==> src/rtl/fetch_stage.sv <==
// Instruction-fetch stage: PC register, next-PC selection, IF/ID pipeline register
// and saturating stall/flush event counters.
module fetch_stage #(
    parameter logic [31:0] RESET_PC   = 32'h0000_0000,
    parameter logic [31:0] EXC_VECTOR = 32'h8000_0180,
    parameter int unsigned CNT_W      = 16
) (
    input  logic             clk,
    input  logic             reset,
    input  logic             stall_IF_ID,
    input  logic             flush_IF,
    input  logic [1:0]       ID_PCSrc,
    input  logic             branch_taken,
    input  logic [31:0]      branch_target,
    input  logic [31:0]      jump_target,
    input  logic [31:0]      jr_target,
    input  logic             exc_req,
    input  logic [31:0]      IF_Instruction,
    output logic [31:0]      IF_PC,
    output logic [31:0]      ID_Instruction,
    output logic [31:0]      ID_PC,
    output logic [31:0]      ID_PC_plus4,
    output logic             ID_Valid,
    output logic [CNT_W-1:0] stall_cnt,
    output logic [CNT_W-1:0] flush_cnt
);

    typedef struct packed {
        logic [31:0] instr;
        logic [31:0] pc;
        logic [31:0] pc_plus4;
        logic        valid;
    } if_id_t;

    localparam if_id_t BUBBLE = '0;

    logic [31:0]      pc_q, pc_d;
    if_id_t           if_id_q, if_id_d;
    logic [CNT_W-1:0] stall_cnt_q, stall_cnt_d;
    logic [CNT_W-1:0] flush_cnt_q, flush_cnt_d;

    logic [31:0] pc_plus4;
    logic [31:0] target_raw;
    logic [31:0] next_pc;

    // Next-PC target selection; low two bits always cleared to keep word alignment.
    always_comb begin
        pc_plus4   = pc_q + 32'd4;
        target_raw = pc_plus4;
        unique case (ID_PCSrc)
            2'b01:   target_raw = branch_taken ? branch_target : pc_plus4;
            2'b10:   target_raw = jump_target;
            2'b11:   target_raw = jr_target;
            default: target_raw = pc_plus4;
        endcase
        next_pc = target_raw & ~32'h0000_0003;
    end

    // Per-edge update: exception beats stall, stall beats flush.
    always_comb begin
        pc_d        = pc_q;
        if_id_d     = if_id_q;
        stall_cnt_d = stall_cnt_q;
        flush_cnt_d = flush_cnt_q;
        if (exc_req) begin
            pc_d    = EXC_VECTOR;
            if_id_d = BUBBLE;
        end else if (stall_IF_ID) begin
            if (stall_cnt_q != '1) begin
                stall_cnt_d = stall_cnt_q + CNT_W'(1);
            end
        end else if (flush_IF) begin
            pc_d    = next_pc;
            if_id_d = BUBBLE;
            if (flush_cnt_q != '1) begin
                flush_cnt_d = flush_cnt_q + CNT_W'(1);
            end
        end else begin
            pc_d             = next_pc;
            if_id_d.instr    = IF_Instruction;
            if_id_d.pc       = pc_q;
            if_id_d.pc_plus4 = pc_plus4;
            if_id_d.valid    = 1'b1;
        end
    end

    always_ff @(posedge clk) begin
        if (reset) begin
            pc_q        <= RESET_PC;
            if_id_q     <= BUBBLE;
            stall_cnt_q <= '0;
            flush_cnt_q <= '0;
        end else begin
            pc_q        <= pc_d;
            if_id_q     <= if_id_d;
            stall_cnt_q <= stall_cnt_d;
            flush_cnt_q <= flush_cnt_d;
        end
    end

    assign IF_PC          = pc_q;
    assign ID_Instruction = if_id_q.instr;
    assign ID_PC          = if_id_q.pc;
    assign ID_PC_plus4    = if_id_q.pc_plus4;
    assign ID_Valid       = if_id_q.valid;
    assign stall_cnt      = stall_cnt_q;
    assign flush_cnt      = flush_cnt_q;

endmodule
==> config.mk <==
export PLATFORM = sky130hd
export DESIGN_NAME = fetch_stage
export DESIGN_NICKNAME = d
export VERILOG_FILES = /design/src/rtl/fetch_stage.sv
export SDC_FILE = /design/constraint.sdc
export NUM_CORES = 1
export LEC_CHECK = 0
export ABC_AREA = 1
export BUFFER_PORTS_ARGS = -buffer_cell sky130_fd_sc_hd__buf_2
export CORE_MARGIN = 2
export CORE_UTILIZATION = 45
export CTS_CLUSTER_SIZE = 14
export DETAILED_ROUTE_END_ITERATION = 8
export PLACE_DENSITY = 0.73
export SLEW_MARGIN = 10
export SYNTH_ARGS = -nofsm -noshare
export SYNTH_HDL_FRONTEND = slang
export SYNTH_SLANG_ARGS = --single-unit
==> constraint.sdc <==
create_clock -name clk -period 2.07 [get_ports clk]
set_input_delay 0.207 -clock clk [delete_from_list [all_inputs] [get_ports clk]]
set_output_delay 0.207 -clock clk [all_outputs]
set_load 0.02 [all_outputs]
# Word level (Yosys, flattened, before mapping)
# Cells that the tools add are included.
totals:
  register_bits: 159
  input_bits: 136
op_classes:
  add_sub_neg: 3
  n_eq_ne: 6
  muxes: 5
  n_bitwise: 2
  n_reduce_logical: 3
op_table:
  columns: ["cell", "n"]
  rows:
  - ["two-way mux 97 bit", 1]
  - ["two-way mux 32 bit", 3]
  - ["case mux 32 bit (3 select lines)", 1]
  - ["adder 16 x 1 -> 16 bit, second input constant", 2]
  - ["adder 32 x 3 -> 32 bit, second input constant", 1]
  - ["!= test 16 bit, second input constant", 2]
  - ["== test 2 bit, second input constant", 2]
  - ["AND reduction 4 bit", 1]
  - ["AND reduction 3 bit", 1]
  - ["== test 2 x 1 -> 1 bit, second input constant", 1]
  - ["!= test 2 x 1 -> 1 bit, second input constant", 1]
  - ["NOT 1 bit", 2]
  - ["OR reduction 2 bit", 1]

# Depth between registers and ports, before layout
depth:
  ltp_word: 5
  mapped_depth: 13
  mapped_depth_nobuf: 13

# Worst setup path after synthesis
# No wires, ideal clock.
synth_timing:
  kind: "flip-flop to flip-flop"
  start: "register pc_q[2] (netlist: IF_PC[2])"
  end: "register pc_q[26] (netlist: IF_PC[26])"
  arrival_ps: 1684
  t_required_ps: 1943
  setup_slack_ps: 258
  path_stages_with_launch: 13
  period_less_slack_ps: 1812
  path_cell_list: "dfxtp_1 > ha_1 > nand3_1 > inv_1 > nand2_4 > nor2_8 > nand2_4 > nor2_1 > nand2_1 > nand2_1 > nand2_1 > nand2_1 > a21oi_2"
synth_between:
  elab_chain_len: 3
synth_lines:
  columns: ["element", "line", "rtl"]
  rows:
  - ["from (decl)", "37", "logic [31:0] pc_q, pc_d;"]
  - ["from (signal assigned)", "94", "pc_q <= pc_d;"]
  - ["adder 32 x 3 -> 32 bit (*)", "48", "pc_plus4 = pc_q + 32'd4;"]
  - ["two-way mux 32 bit", "51", "2'b01: target_raw = branch_taken ? branch_target : pc_plus4;"]
  - ["case mux 32 bit (3 select lines) (*)", "50", "unique case (ID_PCSrc)"]
# Mark *: on every way between the ends. The rest lies on a longest branch, timed or not.
# A chain may end at the register's enable or synchronous reset.

# Worst setup path after layout
layout_timing:
  start: "register pc_q[15] (netlist: IF_PC[15])"
  end: "register pc_q[28] (netlist: IF_PC[28])"
# Same word-level chain as after synthesis.

==> reports/results.tsv <==
stage	metric	value	unit
yosys	most instantiated cells after synthesis	378 x nand2_1, 157 x a21oi_1, 155 x dfxtp_1	
worst_setup_path	Crit Path Class	register to register	
worst_setup_path	Worst Path Buf+Inv	0	
floorplan	die width	138	um
place	RePlAce Congestion	0.948	
cts	CTS root buf	clkbuf_16	
sta	clk_skew	9.58	ps
cts	H-Tree Depth	4	
cts	post-CTS resize count	0	
cts	postcts setup bufs	0	
place	HPWL Detailed	19400	um
final_layout	fill cell count	1734	
sta	min Tclk post-route	1830	ps
worst_setup_path	cell family contributing the most delay on the critical path	simple AND/OR/NAND/NOR gates	
global_routing	GRT overflow	0	
sta	max-slew violations	0	
worst_setup_path	most frequent CP cell	nand2_1	
sta	Fin Setup TNS	0	ps
worst_setup_path	CP required	2370	ps
sta	Max transition margin	0.576	
sta	# setup viols final	0	
worst_setup_path	Crit. End Element	register	
floorplan	die area	0.0190	sq mm
sta	RSZ-0062 raised after global routing	false	
final_layout	final layout net count	1603	
yosys	Yosys top cell area share	0.386	
yosys	number of distinct library cells after synthesis	53	
global_routing	gr usage total	0.274	
place	Cell Area, Placed	0.00971	sq mm
run	maxcap violations	0	
detailed_routing	DRT Pass-1 Iters	5	
floorplan	Die Y	138	um
worst_setup_path	slowest stage delay, CP	510	ps
floorplan	Initial Util	0.462	
yosys	Yosys warnings	0	
detailed_routing	DRT Wirelength	27000	um
yosys	FF+latch count, synth	155	
cts	CTS Hold Buffers Added	0	
power	power per cell area	694	mW/mm^2
global_routing	first-pass GRT wire length	40500	um
yosys	mapped cell area	0.00805	sq mm
final_layout	Final Cell Area	0.0103	sq mm
yosys	fraction of registers with async set/reset	0	
cts	TritonCTS clock tree	yes	
worst_setup_path	worst-path fanout max	6	
final_layout	share of cells above drive strength 1	0.269	
yosys	synth top area cells	dfxtp_1 39%, nand2_1 18%, a21oi_1 9.8%, inv_1 4.3%, nor2_1 3.6%	
yosys	number of flops mapped to enable cells by yosys	0	
worst_setup_path	CP startpoint kind	register	
floorplan	row count	48	
yosys	Gate Count Post-Synth	1195	
yosys	largest area contributor in the netlist	dfxtp_1	
yosys	predominant post-synthesis flop cell	dfxtp_1	
power	Lkg Pwr	4.75	nW
sta	Slew @ Worst Pin	637	ps
worst_setup_path	Worst EP arrival	2130	ps
final_layout	Final Non-Filler Cells	1707	
cts	CTS buffer count	17	
detailed_routing	via count	8770	
sta	fmax	545	MHz
status	status	completed	
cts	CTS clock-pin slew for the worst setup and hold paths	70	ps
yosys	cell with the most instances after synthesis	nand2_1	
floorplan	total core area	0.0174	sq mm
yosys	register area share after synthesis	0.386	
sta	period utilisation layout	0.886	
detailed_routing	Via density	5.14	
detailed_routing	drt drc	0	
cts	clk_lat worst skew	420	ps
min_path	HP Class	input port to register	
cts	clock buffer depth	2	
sta	endpoints failing hold	0	
yosys	syn_area_per_cell	6.73	sq um
place	Port Buf Inserts	284	
detailed_routing	First DRT Iteration DRCs	631	
worst_setup_path	slowest CP cell	dfxtp_1	
global_routing	pin count of the biggest net entering global routing	113	
power	Peak VDD IR	556	uV
place	DP Cell Count	1670	
detailed_routing	antenna viol nets, final	0	
final_layout	Area Growth Syn to Fin	28.3	%
floorplan	Ports	297	
global_routing	vias in the first global route	7900	
detailed_routing	WL/cell	15.8	um
cts	clock tree sinks	155	
worst_setup_path	worst-path cell chain	nand2_1 -> nor2_1 -> nand2_1 -> nor2_2 -> a21boi_0 -> nor2_1 -> nand2_1 -> nand2_1 -> a21oi_1	
global_routing	initial antenna violation count	9	
-- tightest hold or removal path, stage by stage --
cell	delay (ps)
buf_2	100
nand2_1	50
a21oi_1	50
-- stage by stage --
step                      hold WS (ps)  worst slack [ps]  total power, mW   util
after floorplan                    351               258             3.67      -
after CTS                         18.4               276             7.19  0.592
after global placement             445               239             4.01  0.558
after detailed placement           452               221             4.02  0.558
after global routing              24.9              75.5             7.44  0.592
final                             31.7               236             7.17  0.593
-- placed cells by master, fill, tap and decap left out, types with 13 or more instances in the layout --
| cell | n |
|---|---|
| a21oi_1 | 157 |
| buf_2 | 283 |
| buf_4 | 26 |
| clkbuf_16 | 17 |
| dfxtp_1 | 155 |
| inv_1 | 91 |
| nand2_1 | 378 |
| nand3_1 | 55 |
| nand4_1 | 19 |
| nor2_1 | 76 |
| o21ai_0 | 53 |
| xnor2_1 | 13 |
| xor2_1 | 17 |
-- power breakdown --
part	internal [mW]	leakage, nW	switching, mW
Clock	1.84	0.296	1.36
Sequential	3.04	1.26	0.0649
Combinational	0.310	3.20	0.554
Total	5.19	4.75	1.98
-- cells by family (layout without fill, tap and decap cells) --
kind of cell / count (synthesis) / in the layout / share of synthesized area
AO/OA/AOI/OAI: 249 / 249 / 0.172
AND/OR/NAND/NOR: 585 / 585 / 0.315
XOR/XNOR: 30 / 30 / 0.0327
flip-flops: 155 / 155 / 0.386
adder cells (fa/ha/maj): 3 / 3 / 0.00467
buffers and inverters: 172 / 449 / 0.0899
other: 1 / 11 / 0.000466
-- area by class of cell --
| cell class | count | area, sq um | share of cell area |
|---|---|---|---|
| well taps | 225 | 282 | 0.0273 |
| flip-flops and latches | 155 | 3100 | 0.301 |
| clock inverters | 14 | 158 | 0.0153 |
| clock buffers | 18 | 439 | 0.0425 |
| diodes | 5 | 12.5 | 0.00121 |
| inverters | 104 | 392 | 0.0379 |
| repair buffers | 313 | 1690 | 0.164 |
| multi-input cells | 873 | 4250 | 0.411 |
-- per-layer routing --
| layer | vias up | part of all wire | GRT usage |
|---|---|---|---|
| li1 | 4401 | - | - |
| met1 | 3948 | 0.41 | 0.343 |
| met2 | 357 | 0.47 | 0.451 |
| met3 | 56 | 0.098 | 0.0854 |
| met4 | 8 | 0.025 | 0.0879 |
| met5 | - | 0.0018 | 0 |
-- registers in the layout (all words and copies together), names as in the netlist --
name,cells
ID_Valid,1
IF_PC,30
ID_PC_plus4,30
ID_PC,30
flush_cnt,16
ID_Instruction,32
stall_cnt,16
-- final timing paths --
path                                   startpoint           endpoint  slack, ps  depth (start not counted)
worst max-delay path                    IF_PC[15]          IF_PC[28]        240                          9
worst min-delay path            IF_Instruction[0]  ID_Instruction[0]         30                          3
worst max register to register          IF_PC[15]          IF_PC[28]        240                          9
worst min register to register  ID_Instruction[0]  ID_Instruction[0]        460                          2
(Power assumes the default switching activity.)
